[src/rtl/rv32im_decoder_cu.sv]
// rv32im_decoder_cu: registered RV32IM instruction decoder with cycle/instret counters
module rv32im_decoder_cu (
    input  logic        clk,
    input  logic        reset,
    input  logic [31:0] instruction,
    output logic [1:0]  data_origin_o,
    output logic [1:0]  data_target_o,
    output logic [31:0] imm_o,
    output logic [4:0]  rs1_addr_o,
    output logic [4:0]  rs2_addr_o,
    output logic [4:0]  rd_addr_o,
    output logic [4:0]  alu_opcode_o,
    output logic [7:0]  lsu_opcode_o,
    output logic [2:0]  br_opcode_o,
    output logic        is_branch_o,
    output logic        is_condition_o,
    output logic [2:0]  csr_opcode_o,
    output logic [11:0] csr_addr_o,
    output logic [31:0] csr_data_o,
    output logic        mem_w_o,
    output logic        reg_w_o
);
    localparam logic [6:0] OPC_LUI    = 7'b0110111;
    localparam logic [6:0] OPC_AUIPC  = 7'b0010111;
    localparam logic [6:0] OPC_JAL    = 7'b1101111;
    localparam logic [6:0] OPC_JALR   = 7'b1100111;
    localparam logic [6:0] OPC_BRANCH = 7'b1100011;
    localparam logic [6:0] OPC_LOAD   = 7'b0000011;
    localparam logic [6:0] OPC_STORE  = 7'b0100011;
    localparam logic [6:0] OPC_OPIMM  = 7'b0010011;
    localparam logic [6:0] OPC_OP     = 7'b0110011;
    localparam logic [6:0] OPC_SYSTEM = 7'b1110011;

    typedef struct packed {
        logic [1:0]  origin;
        logic [1:0]  target;
        logic [31:0] imm;
        logic [4:0]  rs1;
        logic [4:0]  rs2;
        logic [4:0]  rd;
        logic [4:0]  alu;
        logic [7:0]  lsu;
        logic [2:0]  br;
        logic        is_branch;
        logic        is_cond;
        logic [2:0]  csr_op;
        logic [11:0] csr_addr;
        logic [31:0] csr_data;
        logic        mem_w;
        logic        reg_w;
    } bundle_t;

    logic [6:0]  opc;
    logic [2:0]  f3;
    logic [6:0]  f7;
    logic [31:0] imm_i, imm_s, imm_b, imm_u, imm_j;
    logic        legal;
    bundle_t     d, q;
    logic [63:0] cycle_q, instret_q, cycle_n;

    assign opc   = instruction[6:0];
    assign f3    = instruction[14:12];
    assign f7    = instruction[31:25];
    assign imm_i = {{21{instruction[31]}}, instruction[30:20]};
    assign imm_s = {{21{instruction[31]}}, instruction[30:25], instruction[11:7]};
    assign imm_b = {{20{instruction[31]}}, instruction[7], instruction[30:25], instruction[11:8], 1'b0};
    assign imm_u = {instruction[31:12], 12'h000};
    assign imm_j = {{12{instruction[31]}}, instruction[19:12], instruction[20], instruction[30:21], 1'b0};
    assign cycle_n = cycle_q + 64'd1;

    // base integer ALU op from funct3; alt selects SUB/SRA
    function automatic logic [4:0] alu_base(input logic [2:0] f, input logic alt);
        case (f)
            3'b000:  alu_base = alt ? 5'd1 : 5'd0;
            3'b001:  alu_base = 5'd2;
            3'b010:  alu_base = 5'd3;
            3'b011:  alu_base = 5'd4;
            3'b100:  alu_base = 5'd5;
            3'b101:  alu_base = alt ? 5'd7 : 5'd6;
            3'b110:  alu_base = 5'd8;
            default: alu_base = 5'd9;
        endcase
    endfunction

    // combinational decode of the current instruction word into the output bundle
    always_comb begin
        d       = '0;
        legal   = 1'b0;
        d.rs1   = instruction[19:15];
        d.rs2   = instruction[24:20];
        d.rd    = instruction[11:7];
        case (opc)
            OPC_LUI: begin
                legal    = 1'b1;
                d.imm    = imm_u;
                d.origin = 2'b01;
                d.alu    = 5'd18;
                d.target = 2'b01;
            end
            OPC_AUIPC: begin
                legal    = 1'b1;
                d.imm    = imm_u;
                d.origin = 2'b10;
                d.target = 2'b01;
            end
            OPC_JAL: begin
                legal       = 1'b1;
                d.imm       = imm_j;
                d.origin    = 2'b10;
                d.target    = 2'b11;
                d.is_branch = 1'b1;
                d.br        = 3'b010;
            end
            OPC_JALR: begin
                legal       = f3 == 3'b000;
                d.imm       = imm_i;
                d.origin    = 2'b01;
                d.target    = 2'b11;
                d.is_branch = 1'b1;
                d.br        = 3'b011;
            end
            OPC_BRANCH: begin
                legal       = f3[2:1] != 2'b01;
                d.imm       = imm_b;
                d.is_branch = 1'b1;
                d.is_cond   = 1'b1;
                d.br        = f3;
            end
            OPC_LOAD: begin
                legal    = f3 == 3'b000 || f3 == 3'b001 || f3 == 3'b010 || f3 == 3'b100 || f3 == 3'b101;
                d.imm    = imm_i;
                d.origin = 2'b01;
                d.target = 2'b10;
                d.lsu    = {3'b000, f3 == 3'b101, f3 == 3'b100, f3 == 3'b010, f3 == 3'b001, f3 == 3'b000};
            end
            OPC_STORE: begin
                legal    = f3 == 3'b000 || f3 == 3'b001 || f3 == 3'b010;
                d.imm    = imm_s;
                d.origin = 2'b01;
                d.mem_w  = 1'b1;
                d.lsu    = {f3 == 3'b010, f3 == 3'b001, f3 == 3'b000, 5'b00000};
            end
            OPC_OPIMM: begin
                legal    = f3 == 3'b001 ? f7 == 7'b0000000 :
                           f3 == 3'b101 ? (f7 == 7'b0000000 || f7 == 7'b0100000) : 1'b1;
                d.imm    = imm_i;
                d.origin = 2'b01;
                d.target = 2'b01;
                d.alu    = alu_base(f3, f3 == 3'b101 && f7[5]);
            end
            OPC_OP: begin
                legal    = f7 == 7'b0000000 || f7 == 7'b0000001 ||
                           (f7 == 7'b0100000 && (f3 == 3'b000 || f3 == 3'b101));
                d.target = 2'b01;
                d.alu    = f7[0] ? 5'd10 + 5'(f3) : alu_base(f3, f7[5]);
            end
            OPC_SYSTEM: begin
                legal      = f3 != 3'b000;
                d.imm      = imm_i;
                d.origin   = 2'b11;
                d.target   = 2'b01;
                d.csr_op   = f3;
                d.csr_addr = instruction[31:20];
            end
            default: legal = 1'b0;
        endcase
        d.reg_w = d.target != 2'b00 && d.rd != 5'd0;
        // cycle reads include the current edge; instret reads exclude the instruction itself
        case (d.csr_addr)
            12'hC00, 12'hB00: d.csr_data = cycle_n[31:0];
            12'hC80, 12'hB80: d.csr_data = cycle_n[63:32];
            12'hC02, 12'hB02: d.csr_data = instret_q[31:0];
            12'hC82, 12'hB82: d.csr_data = instret_q[63:32];
            default:          d.csr_data = 32'h0;
        endcase
    end

    // output register; illegal words collapse to an all-zero bundle
    always_ff @(posedge clk or posedge reset) begin
        if (reset) q <= '0;
        else       q <= legal ? d : '0;
    end

    // free-running cycle counter and retired-instruction counter
    always_ff @(posedge clk or posedge reset) begin
        if (reset) begin
            cycle_q   <= 64'd0;
            instret_q <= 64'd0;
        end else begin
            cycle_q   <= cycle_n;
            instret_q <= instret_q + 64'(legal);
        end
    end

    assign data_origin_o  = q.origin;
    assign data_target_o  = q.target;
    assign imm_o          = q.imm;
    assign rs1_addr_o     = q.rs1;
    assign rs2_addr_o     = q.rs2;
    assign rd_addr_o      = q.rd;
    assign alu_opcode_o   = q.alu;
    assign lsu_opcode_o   = q.lsu;
    assign br_opcode_o    = q.br;
    assign is_branch_o    = q.is_branch;
    assign is_condition_o = q.is_cond;
    assign csr_opcode_o   = q.csr_op;
    assign csr_addr_o     = q.csr_addr;
    assign csr_data_o     = q.csr_data;
    assign mem_w_o        = q.mem_w;
    assign reg_w_o        = q.reg_w;
endmodule

[config.mk]
export PLATFORM = sky130hd
export DESIGN_NAME = rv32im_decoder_cu
export DESIGN_NICKNAME = d
export VERILOG_FILES = /design/src/rtl/rv32im_decoder_cu.sv
export SDC_FILE = /design/constraint.sdc
export NUM_CORES = 1
export LEC_CHECK = 0
export BUFFER_PORTS_ARGS = -buffer_cell sky130_fd_sc_hd__buf_4
export CAP_MARGIN = 20
export CORE_MARGIN = 4
export CORE_UTILIZATION = 36
export CTS_CLUSTER_SIZE = 30
export DETAILED_ROUTE_END_ITERATION = 10
export PLACE_DENSITY = 0.62
export SLEW_MARGIN = 20
export SYNTH_ARGS = -nofsm -noshare
export SYNTH_HDL_FRONTEND = slang
export SYNTH_SLANG_ARGS = --single-unit
[constraint.sdc]
create_clock -name clk -period 8.8 [get_ports clk]
set_input_delay 0.44 -clock clk [delete_from_list [all_inputs] [get_ports clk]]
set_output_delay 0.44 -clock clk [all_outputs]
set_load 0.1 [all_outputs]
# [Word-level counts from Yosys, hierarchy flattened]
# Cells that the tools add are included.
[op_classes] eq_ne=27 muxes=21 reduce_logical=27 add_sub_neg=3
[op_table] op="32-bit one-hot mux with 5 select lines" n=1
[op_table] op="32-bit one-hot mux with 4 select lines" n=1
[op_table] op="118-bit two-way mux" n=1
[op_table] op="12-bit equality test (second input constant)" n=8
[op_table] op="64-bit by 1-bit adder with 64-bit output" n=1
[op_table] op="64-bit by 1-bit adder with 64-bit output (second input constant)" n=1
[op_table] op="4-bit one-hot mux with 7 select lines" n=2
[op_table] op="7-bit by 6-bit equality test with 1-bit output (second input constant)" n=4
[op_table] op="7-bit equality test (second input constant)" n=4
[op_table] op="8-bit one-hot mux with 2 select lines" n=1
[op_table] op="15-bit two-way mux" n=1
[op_table] op="5-bit one-hot mux with 3 select lines" n=1
[op_table] op="7-bit by 5-bit equality test with 1-bit output (second input constant)" n=2
[op_table] op="2-bit OR reduction" n=7
[op_table] op="2-bit one-hot mux with 3 select lines" n=2
[op_table] op="4-bit one-hot mux with 3 select lines" n=1
[op_table] op="5-bit OR reduction" n=2
[op_table] op="3-bit equality test (second input constant)" n=3
[op_table] op="1-bit logical OR" n=8
[op_table] op="1-bit two-way mux" n=8
[op_table] op="1-bit one-hot mux with 8 select lines" n=1
[op_table] op="7-bit by 1-bit equality test with 1-bit output (second input constant)" n=1
[op_table] op="7-bit by 2-bit equality test with 1-bit output (second input constant)" n=1
[op_table] op="7-bit zero test" n=1
[op_table] op="other kinds (12)" n=15
[totals] inputBits=34 ff_bits=246

# [Longest topological paths before layout]
[logic_depth] word_depth=7 mapped_depth=17 ltp_nobuf=14

# [Least setup slack after synthesis]
# No wires, ideal clock.
[synth_path] path_type="input port to flip-flop" from="input instruction[27]" to="register instret_q[23]" t_arrival_ps=3601 setup_slack_ps=5120 path_stages=14 required_ps=8721 path_cell_list="buf_2 -> or4_1 -> a2111o_1 -> a211oi_1 -> nor4_1 -> and2_1 -> inv_1 -> buf_2 -> ha_1 -> nand2_1 -> nor4_1 -> nand4_1 -> nor3_1 -> xor2_1"
[synth_via] elab_chain_cells=6 elab_cells_between_ends=11 cone_classes="1 x add/sub; 2 x eq/ne; 3 x mux; 5 x reduce/logical"
[synth_rtl] item="from (decl)" line="5" text="input logic [31:0] instruction,"
[synth_rtl] item="7-bit by 6-bit equality test with 1-bit output or 7-bit zero test (tied branches)"
[synth_rtl] item="1-bit logical OR" line="145" text="f3 == 3'b101 ? (f7 == 7'b0000000 || f7 == 7'b0100000) : 1'b1;"
[synth_rtl] item="1-bit two-way mux" line="145"
[synth_rtl] item="1-bit two-way mux" line="144" text="legal = f3 == 3'b001 ? f7 == 7'b0000000 :"
[synth_rtl] item="1-bit one-hot mux with 8 select lines (*)" line="92" text="case (opc)"
[synth_rtl] item="64-bit by 1-bit adder with 64-bit output (*)" line="191" text="instret_q <= instret_q + 64'(legal);"
[synth_rtl] item="to (signal assigned)" line="191"
[synth_rtl] item="to (decl)" line="59" text="logic [63:0] cycle_q, instret_q, cycle_n;"
# Mark *: on every way between the ends. The rest lies on a longest branch, timed or not.

# [Worst setup path after layout]
# Same ends and word-level chain as after synthesis.

==> reports/qor_table.md <==
| Metric | This run |
| --- | --- |
| Count of mapped cells out of synthesis | 1,044 |
| DRT Pass-1 Iters | 5 |
| Final Total Pwr | 0.00237 W |
| Total of flip-flops plus latches after synthesis | 246 |
| Total area of multi-input combinational cells | 0.00476 mm² |
| Post-CTS resize count | 0 |
| CTS tree | yes |
| CTS clock-pin slew for the worst setup and hold paths | 0.06 ns |
| Biggest fanout along the worst timing path | 54 |
| DIE AREA | 0.0339 mm² |
| Total routing usage reported by global routing | 0.179 |
| Total number of placement rows | 64 |
| N_diodes | 0 |
| Worst r2r dst | csr_data_o[12] |
| Number of I/O pins | 152 |
| Proportion of register bits with asynchronous set or reset after synthesis | 1.00 |
| Most Frequent Cell on Critical Path | sky130_fd_sc_hd__nor4_1 |
| Final period util | 0.478 |
| Cell Area, Synth | 0.0112 mm² |
| Final Slew Violations | 0 |
| Sequential Area | 0.00616 mm² |
| Number of unique standard cell types used by synthesis | 63 |
| Least-Margin Pin Slew | 1.09 ns |
| Yosys Warn Count | 0 |
| Number of buffers inserted to repair setup after CTS | 0 |
| Sequential share of the synthesized area | 0.551 |
| Syn nets | 1,085 |
| Max cap viols | 0 |
| Depth of the worst register-to-register path | 7 |
| Number of buffers on the longest clock path | 3 |
| Die Ht | 184 µm |
| Synthesized area divided by synthesized cell count | 10.7 µm² |
| Final wirelength | 31,000 µm |
| Slowest stage delay, CP | 0.69 ns |
| Detailed-route wire length per cell | 19.4 µm |
| Number of synthesized flops with an enable pin | 0 |
| Flop2flop setup slack | 5.80 ns |
| Remaining design rule violation count | 0 |
| Post-DP HPWL | 22,100 µm |
| TritonCTS buffer count | 26 |
| DRT iter0 DRCs | 638 |
| Hold_ws | -0.00284 ns |
| Largest net degree at the start of global routing | 112 |
| CP endpoint kind | flop |
| First-pass GRT wire length | 48,600 µm |
| Worst Skew | 0.0144 ns |
| Critical-path top delay cell | sky130_fd_sc_hd__nor4_1 |
| Aggregate global routing overflow | 0 |
| Path type of the worst min-delay path | input pin to async pin |
| WP data required | 9.26 ns |
| Share of layout cells above drive strength 1 | 0.197 |
| Horizontal die dimension | 184 µm |
| Static leakage | 6.39 nW |
| Vias per inst | 5.35 |
| Total of hold buffers inserted after clock tree synthesis | 0 |
| Finish-stage setup viols | 0 |
| Final Hold Violating Endpoints | 2 |
| Pwr per Cell Area | 175 mW/mm² |
| Weighted congestion reported at the end of routability-driven placement | 0.873 |
| Remaining number of nets flagged by the antenna check after routing | 0 |
| Reg-to-Reg Start | cycle_q[0] |
| Worst voltage drop across the vdd grid | 0.000116 V |
| Number of clock sinks seen by CTS | 246 |
| Nets | 1,229 |
| Clock latency at the later pin of the worst-skew pair | 0.53 ns |
| Maximum frequency from static timing analysis | 0.238 GHz |
| Count of buffers inserted at the top-level ports | 151 |
| Leading register cell type out of synthesis | sky130_fd_sc_hd__dfrtp_1 |
| Path type of the worst setup path | input pin to flop |
| RSZ-0062 raised after global routing | false |
| Summed negative setup slack over all endpoints | 0 ns |
| Area of the core | 0.0306 mm² |
| Final critical delay including setup and external delays | 4.21 ns |
| Total number of vias | 8,570 |
| Headroom to the max-slew limit | 0.266 |
| Via count of the first global-routing pass | 8,501 |
| Cells along the critical path | buf_4, or4_1, a2111o_1, a211oi_1, nor4_1, and2_1, inv_1, ha_1, nand2_1, nor4_1, nand4_1, nor3_1, xor2_1 |
| Critical Path Source Type | input pin |
| Htree depth | 1 |
| Failing checks | negative hold slack |
| Worst Path Arrival | 4.67 ns |
| Starting Density | 0.365 |
| Status | finished, violations left |
| Antenna violations before repair | 1 |
| Fill cell count | 2,896 |
| P&R area growth vs syn | 21.4% |
| Master cell of the clock root buffer | sky130_fd_sc_hd__clkbuf_16 |
==> registers in the layout, indices dropped and copies added, names as in the netlist, 2 cells and up <==
name and count:
cycle_q 64, instret_q 64, csr_data_o 32, imm_o 32, csr_addr_o 12, lsu_opcode_o 8
alu_opcode_o 5, rd_addr_o 5, rs1_addr_o 5, rs2_addr_o 5, br_opcode_o 3, csr_opcode_o 3
data_origin_o 2, data_target_o 2
==> synthesized netlist by cell type, types with 3 or more instances <==
cell / count / area share
sky130_fd_sc_hd__buf_1: 3 / 0.0010
sky130_fd_sc_hd__nor3_1: 32 / 0.014
sky130_fd_sc_hd__nor2b_1: 6 / 0.0034
sky130_fd_sc_hd__nor4_1: 17 / 0.0095
sky130_fd_sc_hd__xnor2_1: 80 / 0.063
sky130_fd_sc_hd__a21oi_1: 36 / 0.016
sky130_fd_sc_hd__a22oi_1: 16 / 0.011
sky130_fd_sc_hd__ha_1: 7 / 0.0078
sky130_fd_sc_hd__and2_1: 36 / 0.020
sky130_fd_sc_hd__a22o_1: 10 / 0.0078
sky130_fd_sc_hd__and4_1: 21 / 0.016
sky130_fd_sc_hd__a21o_1: 15 / 0.010
sky130_fd_sc_hd__nand3b_1: 7 / 0.0047
sky130_fd_sc_hd__xor2_1: 41 / 0.032
sky130_fd_sc_hd__or3_1: 4 / 0.0022
sky130_fd_sc_hd__nand3_1: 61 / 0.027
sky130_fd_sc_hd__or4_4: 3 / 0.0030
sky130_fd_sc_hd__or2_2: 3 / 0.0017
sky130_fd_sc_hd__buf_2: 7 / 0.0031
sky130_fd_sc_hd__nor2_1: 78 / 0.026
sky130_fd_sc_hd__o2bb2ai_1: 14 / 0.011
sky130_fd_sc_hd__nand4_1: 40 / 0.022
sky130_fd_sc_hd__o21ai_0: 22 / 0.0099
sky130_fd_sc_hd__inv_1: 21 / 0.0071
sky130_fd_sc_hd__mux2_2: 15 / 0.015
sky130_fd_sc_hd__a31oi_1: 6 / 0.0034
sky130_fd_sc_hd__nand2_1: 83 / 0.028
sky130_fd_sc_hd__clkbuf_1: 32 / 0.011
sky130_fd_sc_hd__a211oi_1: 6 / 0.0040
sky130_fd_sc_hd__o31ai_1: 3 / 0.0020
sky130_fd_sc_hd__mux2i_1: 5 / 0.0045
sky130_fd_sc_hd__and3_1: 26 / 0.015
sky130_fd_sc_hd__dfrtp_1: 246 / 0.55
sky130_fd_sc_hd__nand2b_1: 3 / 0.0017
sky130_fd_sc_hd__o21a_1: 3 / 0.0020
sky130_fd_sc_hd__or4_1: 4 / 0.0027
==> worst max-delay path by stage <==
stage / slack [ns] / depth (start not counted) / end / startpoint
floorplan: 1.60 / 1 / alu_opcode_o[0] / reset
global placement: 4.14 / 13 / instret_q[23] / instruction[27]
detailed placement: 3.98 / 13 / instret_q[23] / instruction[27]
CTS: 4.55 / 13 / instret_q[23] / instruction[27]
global route: 4.22 / 13 / instret_q[23] / instruction[27]
finish: 4.59 / 13 / instret_q[23] / instruction[27]
==> routing by layer <==
layer	vias to the layer above	share of wire	global-route usage	wire, µm
li1	3986	-	-	-
met3	48	0.056	0.0282	1730
met1	4289	0.46	0.261	14100
met4	0	0.025	0.0455	760
met2	247	0.46	0.282	14400
met5	-	0	0	0
==> kinds of logic after synthesis <==
family | after synthesis | synth area share
muxes | 21 | 0.0216
AOI/OAI and AO/OA | 145 | 0.0881
DFF | 246 | 0.551
xor gates and xnor gates | 122 | 0.0964
buffers and inverters | 65 | 0.0234
and+or+nand+nor | 438 | 0.211
adders and majority gates | 7 | 0.00784
==> where the power goes <==
| group | internal (W) | switching, W |
|---|---|---|
| registers | 0.00114 | 0.0000104 |
| clock network | 0.000638 | 0.000454 |
| logic | 0.0000329 | 0.0000948 |
==> cell usage in the layout, fill, tap and decap left out, drive strengths merged, types with 5 or more instances in the layout <==
master	count
inv	22
or4	7
xor2	42
a21oi	36
and2	36
clkinv	5
nand3	62
a21o	15
nand2	83
a211oi	6
nor2b	6
ha	7
nand3b	7
a22o	10
and4	21
a22oi	16
and3	27
mux2i	5
dfrtp	246
nand4	41
xnor2	80
o2bb2ai	14
mux2	15
nor4	19
o21ai	23
nor2	78
buf	160
a31oi	6
clkbuf	34
nor3	32
==> critical path: cells and delay by family <==
| kind | cells | cell delay [ns] |
|---|---|---|
| xor gates and xnor gates | 1 | 0.16 |
| buffers and inverters | 2 | 0.79 |
| and+or+nand+nor | 7 | 2.27 |
| adders and majority gates | 1 | 0.33 |
| AOI/OAI and AO/OA | 2 | 0.66 |
==> per-stage QoR <==
| step | cells | hold WS [ns] | area [µm²] | util | setup slack (ns) |
|---|---|---|---|---|---|
| 5_1_grt | 1602 | 0.0785 | 13600 | 0.443 | 4.22 |
| 3_5_place_dp | 1556 | 0.450 | 12700 | 0.415 | 3.98 |
| 4_1_cts | 1602 | 0.0765 | 13500 | 0.443 | 4.55 |
| 6_report | 1602 | -0.00284 | 13600 | 0.443 | 4.59 |
| 3_3_place_gp | 1556 | 0.451 | 12700 | 0.415 | 4.14 |
| 2_1_floorplan | 1044 | 0.436 | 11200 | - | 1.60 |
==> cell type report <==
type	count	area share
Clock buffer	34	0.0533
Sequential cell	246	0.454
Inverter	21	0.00637
Timing Repair Buffer	160	0.0886
Clock inverter	12	0.00960
Multi-Input combinational cell	733	0.351
Tap cell	396	0.0366
Power figures use the tool's default switching activity.
